$ cat config.mk
export PLATFORM = sky130hd
export DESIGN_NAME = stopwatch_lap
export DESIGN_NICKNAME = d
export VERILOG_FILES = /design/src/rtl/stopwatch_lap.sv
export SDC_FILE = /design/constraint.sdc
export NUM_CORES = 1
export LEC_CHECK = 0
export ABC_AREA = 0
export BUFFER_PORTS_ARGS = -buffer_cell sky130_fd_sc_hd__buf_2
export CAP_MARGIN = 10
export CORE_ASPECT_RATIO = 0.75
export CORE_MARGIN = 10
export CORE_UTILIZATION = 62
export DETAILED_ROUTE_END_ITERATION = 7
export GPL_ROUTABILITY_DRIVEN = 0
export PLACE_DENSITY = 0.84
export SYNTH_ARGS = -nofsm -noshare
export SYNTH_HDL_FRONTEND = slang
export SYNTH_SLANG_ARGS = --single-unit
$ cat constraint.sdc
create_clock -name clk -period 4 [get_ports clk]
set_input_delay 0.2 -clock clk [delete_from_list [all_inputs] [get_ports clk]]
set_output_delay 0.2 -clock clk [all_outputs]
set_load 0.01 [all_outputs]
$ cat src/rtl/stopwatch_lap.sv
// Minutes:seconds stopwatch with run/pause FSM, prescaled tick, sticky wrap flag
// and a small FIFO of captured lap times.
module stopwatch_lap #(
   parameter int TICK_DIV  = 1,
   parameter int MIN_W     = 7,
   parameter int MAX_MIN   = 99,
   parameter int LAP_DEPTH = 4
) (
   input  logic                             clk,
   input  logic                             rst_n,
   input  logic                             start,
   input  logic                             stop,
   input  logic                             clear,
   input  logic                             lap,
   input  logic                             lap_rd,
   output logic [5:0]                       seconds,
   output logic [MIN_W-1:0]                 minutes,
   output logic [1:0]                       state,
   output logic                             overflow,
   output logic                             lap_valid,
   output logic [5:0]                       lap_sec,
   output logic [MIN_W-1:0]                 lap_min,
   output logic [$clog2(LAP_DEPTH+1)-1:0]   lap_count,
   output logic                             lap_ovf
);

   localparam int CNT_W = $clog2(LAP_DEPTH + 1);
   localparam int PTR_W = (LAP_DEPTH > 1) ? $clog2(LAP_DEPTH) : 1;
   localparam int PS_W  = (TICK_DIV > 1) ? $clog2(TICK_DIV) : 1;
   localparam logic [PS_W-1:0]  PS_LAST  = PS_W'(TICK_DIV - 1);
   localparam logic [PTR_W-1:0] PTR_LAST = PTR_W'(LAP_DEPTH - 1);
   localparam logic [CNT_W-1:0] CNT_FULL = CNT_W'(LAP_DEPTH);
   localparam logic [MIN_W-1:0] MIN_LAST = MIN_W'(MAX_MIN);

   typedef enum logic [1:0] {IDLE = 2'b00, RUNNING = 2'b01, PAUSED = 2'b10} state_e;

   state_e            state_q, state_d;
   logic              running, active;
   logic [PS_W-1:0]   presc_q, presc_d;
   logic [5:0]        sec_q, sec_d;
   logic [MIN_W-1:0]  min_q, min_d;
   logic              ovf_q, ovf_d;
   logic [PTR_W-1:0]  rd_ptr_q, rd_ptr_d, wr_ptr_q, wr_ptr_d;
   logic [CNT_W-1:0]  cnt_q, cnt_d;
   logic              lap_ovf_q, lap_ovf_d;
   logic              tick, push, pop, full, wr_en;
   logic [5:0]        sec_mem [LAP_DEPTH];
   logic [MIN_W-1:0]  min_mem [LAP_DEPTH];

   always_ff @(posedge clk or negedge rst_n) begin
      if (!rst_n) state_q <= IDLE;
      else        state_q <= state_d;
   end

   // clear beats stop beats start; start with stop never leaves IDLE/PAUSED
   always_comb begin
      state_d = state_q;
      if (clear) begin
         state_d = IDLE;
      end else begin
         case (state_q)
            IDLE:    if (start && !stop) state_d = RUNNING;
            RUNNING: if (stop)           state_d = PAUSED;
            PAUSED:  if (start && !stop) state_d = RUNNING;
            default: state_d = IDLE;
         endcase
      end
   end

   always_comb begin
      state   = state_q;
      running = (state_q == RUNNING);
      active  = (state_q != IDLE);
   end

   always_comb begin
      tick      = running && (presc_q == PS_LAST);
      full      = (cnt_q == CNT_FULL);
      pop       = lap_rd && (cnt_q != '0) && !clear;
      push      = lap && active && !clear;
      wr_en     = push && (!full || pop);
      presc_d   = presc_q;
      sec_d     = sec_q;
      min_d     = min_q;
      ovf_d     = ovf_q;
      rd_ptr_d  = rd_ptr_q;
      wr_ptr_d  = wr_ptr_q;
      cnt_d     = cnt_q;
      lap_ovf_d = lap_ovf_q;
      if (!active)      presc_d = '0;
      else if (running) presc_d = tick ? '0 : presc_q + 1'b1;
      if (tick) begin
         if (sec_q == 6'd59) begin
            sec_d = '0;
            if (min_q == MIN_LAST) begin
               min_d = '0;
               ovf_d = 1'b1;
            end else begin
               min_d = min_q + 1'b1;
            end
         end else begin
            sec_d = sec_q + 1'b1;
         end
      end
      if (pop)   rd_ptr_d = (rd_ptr_q == PTR_LAST) ? '0 : rd_ptr_q + 1'b1;
      if (wr_en) wr_ptr_d = (wr_ptr_q == PTR_LAST) ? '0 : wr_ptr_q + 1'b1;
      if (wr_en && !pop)      cnt_d = cnt_q + 1'b1;
      else if (pop && !wr_en) cnt_d = cnt_q - 1'b1;
      if (push && full && !pop) lap_ovf_d = 1'b1;
      if (clear) begin
         presc_d   = '0;
         sec_d     = '0;
         min_d     = '0;
         ovf_d     = 1'b0;
         rd_ptr_d  = '0;
         wr_ptr_d  = '0;
         cnt_d     = '0;
         lap_ovf_d = 1'b0;
      end
   end

   always_ff @(posedge clk or negedge rst_n) begin
      if (!rst_n) begin
         presc_q   <= '0;
         sec_q     <= '0;
         min_q     <= '0;
         ovf_q     <= 1'b0;
         rd_ptr_q  <= '0;
         wr_ptr_q  <= '0;
         cnt_q     <= '0;
         lap_ovf_q <= 1'b0;
      end else begin
         presc_q   <= presc_d;
         sec_q     <= sec_d;
         min_q     <= min_d;
         ovf_q     <= ovf_d;
         rd_ptr_q  <= rd_ptr_d;
         wr_ptr_q  <= wr_ptr_d;
         cnt_q     <= cnt_d;
         lap_ovf_q <= lap_ovf_d;
      end
   end

   // Storage is never read while empty, so it needs no reset
   always_ff @(posedge clk) begin
      if (wr_en) begin
         sec_mem[wr_ptr_q] <= sec_q;
         min_mem[wr_ptr_q] <= min_q;
      end
   end

   always_comb begin
      seconds   = sec_q;
      minutes   = min_q;
      overflow  = ovf_q;
      lap_count = cnt_q;
      lap_ovf   = lap_ovf_q;
      lap_valid = (cnt_q != '0);
      lap_sec   = lap_valid ? sec_mem[rd_ptr_q] : '0;
      lap_min   = lap_valid ? min_mem[rd_ptr_q] : '0;
   end

endmodule
**Word level (Yosys, flattened, before mapping)**

Memories as Yosys holds them, arrays and structs flattened.
Cells that the tools add are included.

- Bits in latches: 0
- ROM bits: 0
- Memories: 2
- Output and inout port bits: 34
- Flip-flop bits (word level): 25
- Memory bits (writable): 52
- Word-level logic and storage cells: 94
- Bits of input ports: 7

Memories:

| name | depth | width | rd ports | clocked after Yosys merged registers in | wr ports | line | source |
|---|---|---|---|---|---|---|---|
| min_mem | 4 | 7 | 1 | 0 | 1 | 48 | `logic [MIN_W-1:0] min_mem [LAP_DEPTH];` |
| sec_mem | 4 | 6 | 1 | 0 | 1 | 47 | `logic [5:0] sec_mem [LAP_DEPTH];` |

- Bitwise logic cells: 1
- Multiply operators: 0
- Shifts and indexed selects: 0
- Add/subtract/negate cells: 7
- Equal/unequal tests: 10
- Reduce and logical (&&, ||, !) cells: 31
- Divide/modulo/power cells: 0
- Mux-type cells: 34
- Order comparisons: 0

Operator list:

| kind | number |
|---|---|
| 7-bit two-way mux | 5 |
| 6-bit two-way mux | 4 |
| 2-bit two-way mux | 9 |
| 2-bit nonzero test | 7 |
| 1-bit two-way mux | 12 |
| 1-bit logical AND | 11 |
| 3-bit two-way mux | 3 |
| 7-bit by 1-bit adder with 7-bit output, second input constant | 1 |
| 7-bit == test, second input constant | 1 |
| 6-bit by 1-bit adder with 6-bit output, second input constant | 1 |
| 2-bit == test, second input constant | 3 |
| 6-bit == test, second input constant | 1 |
| 3-bit inequality test, second input constant | 2 |
| 3-bit nonzero test | 2 |
| 1-bit logical NOT | 5 |
| 2-bit by 1-bit adder with 2-bit output, second input constant | 2 |
| 2-bit case mux with 2 select lines | 1 |
| 2-bit AND reduction | 2 |
| 3-bit by 1-bit adder with 3-bit output, second input constant | 1 |
| 3-bit == test, second input constant | 1 |
| 3-bit by 1-bit inequality test with 1-bit output, second input constant | 1 |
| 3-bit AND reduction | 1 |
| 3-bit by 1-bit subtractor with 3-bit output, second input constant | 1 |
| 2-bit by 1-bit == test with 1-bit output, second input constant | 1 |
| 5 further kinds | 5 |

**Depth between registers and ports, before layout**

- Depth after elaboration: 10
- Gate-level depth with buffers: 10
- Depth with buffers taken out: 8

**Least setup slack after synthesis**

Ideal clock, no wire load.

- Kind: flip-flop to flip-flop
- From: register state_q[1], in the netlist state[1]
- To: register cnt_q[2], in the netlist lap_count[2]
- Buffers on the path: 1
- Setup time: 138 ps
- Arrival time: 2,021 ps
- Period minus slack after synthesis: 2,159 ps
- Data required time: 3,862 ps
- Cell stages (with the launch flop): 10
- Path slack: 1,841 ps
- Cells stage by stage: dfrtp_1 > or2_1 > and2_4 > buf_6 > and3_1 > fa_1 > nor2_1 > and3_1 > a2bb2oi_1 > o211ai_1

- Longest elaborated chain between the ends: 7
- Elaborated cells on any way between the ends: 10
- Those cells by class: mux (2); reduce/logical (8)

Ends and longest elaborated chain:

| element | line | source |
|---|---|---|
| start: declaration | 37 | `state_e state_q, state_d;` |
| start signal: assignment | 52 | `else state_q <= state_d;` |
| 2-bit nonzero test (*) | 73 | `active = (state_q != IDLE);` |
| 1-bit logical AND (*) (2 in series) | 80 | `push = lap && active && !clear;` |
| 1-bit logical AND (*) | 81 | `wr_en = push && (!full \|\| pop);` |
| 1-bit logical AND or 1-bit logical NOT (tied branches) | 107, 108 |  |
| 3-bit two-way mux or 1-bit logical AND (tied branches) | 107, 108 |  |
| 3-bit two-way mux or 3-bit nonzero test (tied branches) | - |  |
| end signal: assignment | 139 | `cnt_q <= cnt_d;` |
| end: declaration | 44 | `logic [CNT_W-1:0] cnt_q, cnt_d;` |

Mark *: on every way between the ends. The rest lies on a longest branch, timed or not.
A chain may end at the register's enable or synchronous reset.

**Worst setup path in the final report**

- From: register cnt_q[2], in the netlist lap_count[2]
- To: register cnt_q[2], in the netlist lap_count[2]

- Longest elaborated chain between the ends: 8
- Elaborated cells on any way between the ends: 17
- Those cells by class: add/sub (2); eq/ne (1); mux (3); reduce/logical (11)

Ends and longest elaborated chain:

| element |
|---|
| parallel branches: the longest is 8 deep, another holds 3-bit by 1-bit subtractor with 3-bit output |

Parallel ways; which one is timed is not known. The select of a mux whose other input is x is not followed.

==> out/qor.yml <==
finish:
  final_core_util_pct: 72.42
  nNetsFinal: 293
  antenna_cells: 0
  drive_gt1_share_pct: 27.56
  area_growth_pct: 12.90
  final_area_um2: 3876
drt:
  avgRoutedWirePerCell_um: 17.76
  drc: 0
  drt_iter0_drc: 125
  detailroute.via_count: 2027
  final_antenna_net_count: 0
  first_pass_iters: 4
  wl_mm: 6.359
  viasPerCell: 5.662
place:
  portBuffers: 40
  placed_area_um2: 3670
  post-place-ws_ns: 1.566
  hpwl_mm: 4.268
min_path:
  whs_path_depth: 2
  min-delay-start: "stop"
  min_path_type: "input port to flip-flop"
  holdPathEnd: "state[0]"
worst_setup_path:
  worst_setup_path_end_kind: "flip-flop"
  crit_path_start_kind: "flip-flop"
  required_ns: 4.22
  critPathKind: "flip-flop to flip-flop"
  cp-startpoint: "lap_count[2]"
  ff2ff_setup_slack_ns: 1.59
  path_max_fanout: 16
  r2r-start: "lap_count[2]"
  r2r_end: "lap_count[2]"
  worstPathArrival_ns: 2.63
  r2r_cells: 8
die:
  dieArea_um2: 8945
  initial_core_util_pct: 64.14
  core_area_um2: 5353
  num_rows: 23
  dieHeight_um: 84.45
  die_w_um: 105.9
  ios: 41
power:
  peakVddDrop_mv: 0.2571
  powerDensity_nw_per_um2: 478.2
  total_leakage_power_uw: 0.001556
grt:
  grt_pass1_wl_mm: 10.75
  grt_pass1_vias: 2135
  grt_start_max_net_pins: 29
  antenna_found_initial: 0
  grt_overflow: 0
  grt_use_total_pct: 15.17
synth:
  synth_seq_cells: 77
  syn_inst: 236
  ys_warn_count: 0
  ys_seq_area_share_pct: 63.70
  yosys_most_used_dff: "edfxtp_1"
  synth_area_leaders: "edfxtp_1 (45%), dfrtp_1 (18%), mux4_2 (8.5%), and2_1 (2.7%), ha_1 (2.6%)"
  synth_cell_type_count: 45
  synth_area_um2: 3433
  syn_area_per_cell_um2: 14.55
  synth-async-reset-ratio_pct: 32.47
  synth_top_area_share_pct: 45.48
  syn-num-nets: 251
  synth_edf_count: 52
  yosysTopAreaCell: "edfxtp_1"
clock_network:
  clockBufferDepth: 2
  clock-sinks: 77
  ctsResizeCount: 0
  cts_tree: "done"
  cts_made_buffers: 9
  clk_latency_ns: 0.35
  h-tree-depth: 3
  cts_root_buf: "clkbuf_8"
  clkTransAtPathRegs_ns: 0.08
sta:
  relSlewSlack_pct: 39.51
  finalHoldViolations: 0
  hold_slack_ns: 0.03070
  finalSetupViolCount: 0
  fin_crit_sh_pct: 60.34
  post-route-min-period_ns: 2.414
  grt_setup_unrepaired: "no"
  fin_ws_ns: 1.586
  skew_ns: 0.006061
  worst_pin_slew_ns: 0.9073
  final_max_slew_viol_count: 0
  tns_ns: 0
  fmax_ghz: 0.4143
job:
  maxCapViolations: 0
outcome:
  status: "finished clean"
[cell usage in the layout, fill, tap and decap left out, types with 2 or more instances in the layout]
cell / instances
and2_4: 2
a2bb2oi_1: 2
ha_1: 7
nand2_1: 7
edfxtp_1: 52
a21oi_1: 12
mux2_1: 2
dfrtp_1: 25
and4b_1: 2
mux2i_1: 3
nand3_1: 3
o211ai_1: 2
mux4_2: 13
mux2_2: 2
or3_1: 7
nand2b_1: 2
and3_1: 8
nor2_1: 16
nor3_1: 4
inv_1: 10
o21ai_0: 7
xnor2_1: 2
buf_2: 40
inv_6: 2
nand4_1: 3
and2_1: 15
clkbuf_8: 9
o2111ai_1: 2
xor2_1: 2
[registers in the layout, indices dropped and copies added, names as in the netlist]
register and flops:
min_mem 28, overflow 1, wr_ptr_q 2, minutes 7, state 2, lap_count 3
rd_ptr_q 2, presc_q 1, lap_ovf 1, sec_mem 24, seconds 6
[cell families after synthesis]
family	count (synthesis)	synth area share [%]
buf+inv	20	2.770
mux	21	11.15
xor+xnor	4	1.021
simple gates	76	12.76
flops	77	63.70
fa+ha+maj	8	3.134
compound gates	30	5.467
[worst max-delay path by stage]
stage / to / slack (ns) / cells past startpoint
finish: lap_count[2] / 1.59 / 8
global route: lap_count[2] / 1.34 / 8
detailed placement: lap_count[2] / 1.57 / 8
CTS: lap_min[6] / 1.52 / 3
global placement: lap_count[2] / 1.72 / 8
floorplan: lap_count[2] / 1.84 / 9
[Yosys cell counts, types with 4 or more instances]
| master | n |
|---|---|
| a21oi_1 | 12 |
| and2_1 | 15 |
| buf_2 | 4 |
| inv_1 | 10 |
| nand2_1 | 7 |
| mux4_2 | 13 |
| nor3_1 | 4 |
| nor2_1 | 16 |
| o21ai_0 | 7 |
| dfrtp_1 | 25 |
| and3_1 | 8 |
| ha_1 | 7 |
| edfxtp_1 | 52 |
| or3_1 | 7 |
[power breakdown]
group / total, uW / internal, uW / switching (uW)
Clock: 577 / 290 / 287
Combinational: 358 / 177 / 181
Sequential: 918 / 864 / 54.7
[what timing repair did]
action / 4_1_cts / 5_1_grt
buffers inserted: 0 / 0
endpoints found under the hold margin: 25 / 0
setup endpoints to repair: 0 / 0
hold buffers: 1 / 0
[metrics by stage]
step           power (uW)  std cells
5_1_grt              1951        358
4_1_cts              1878        358
2_1_floorplan        1178        236
6_report             1854        358
3_3_place_gp         1293        341
3_5_place_dp         1305        341
[layout make-up]
cell class | count | area [um^2]
fill | 370 | 1476
multi-input combinational | 139 | 1151
timing repair buffer | 41 | 210.2
inverter | 10 | 37.54
sequential | 77 | 2187
clock inverter | 7 | 72.57
clock buffer | 9 | 123.9
tap | 75 | 93.84
[routing by layer]
layer  routed length, um  track usage, %
met3                 497           6.031
met1                2665           18.26
met5                   0               0
met2                3122           24.55
met4                  73           4.785
[critical path, stage by stage, from the launching register on]
cell and delay, ns:
dfrtp_1 0.46, or3_1 0.46, nand2_2 0.17, and3_1 0.22
fa_1 0.41, nor2_1 0.10, and3_1 0.17, a2bb2oi_1 0.19
o211ai_1 0.10
Power figures use the tool's default switching activity.
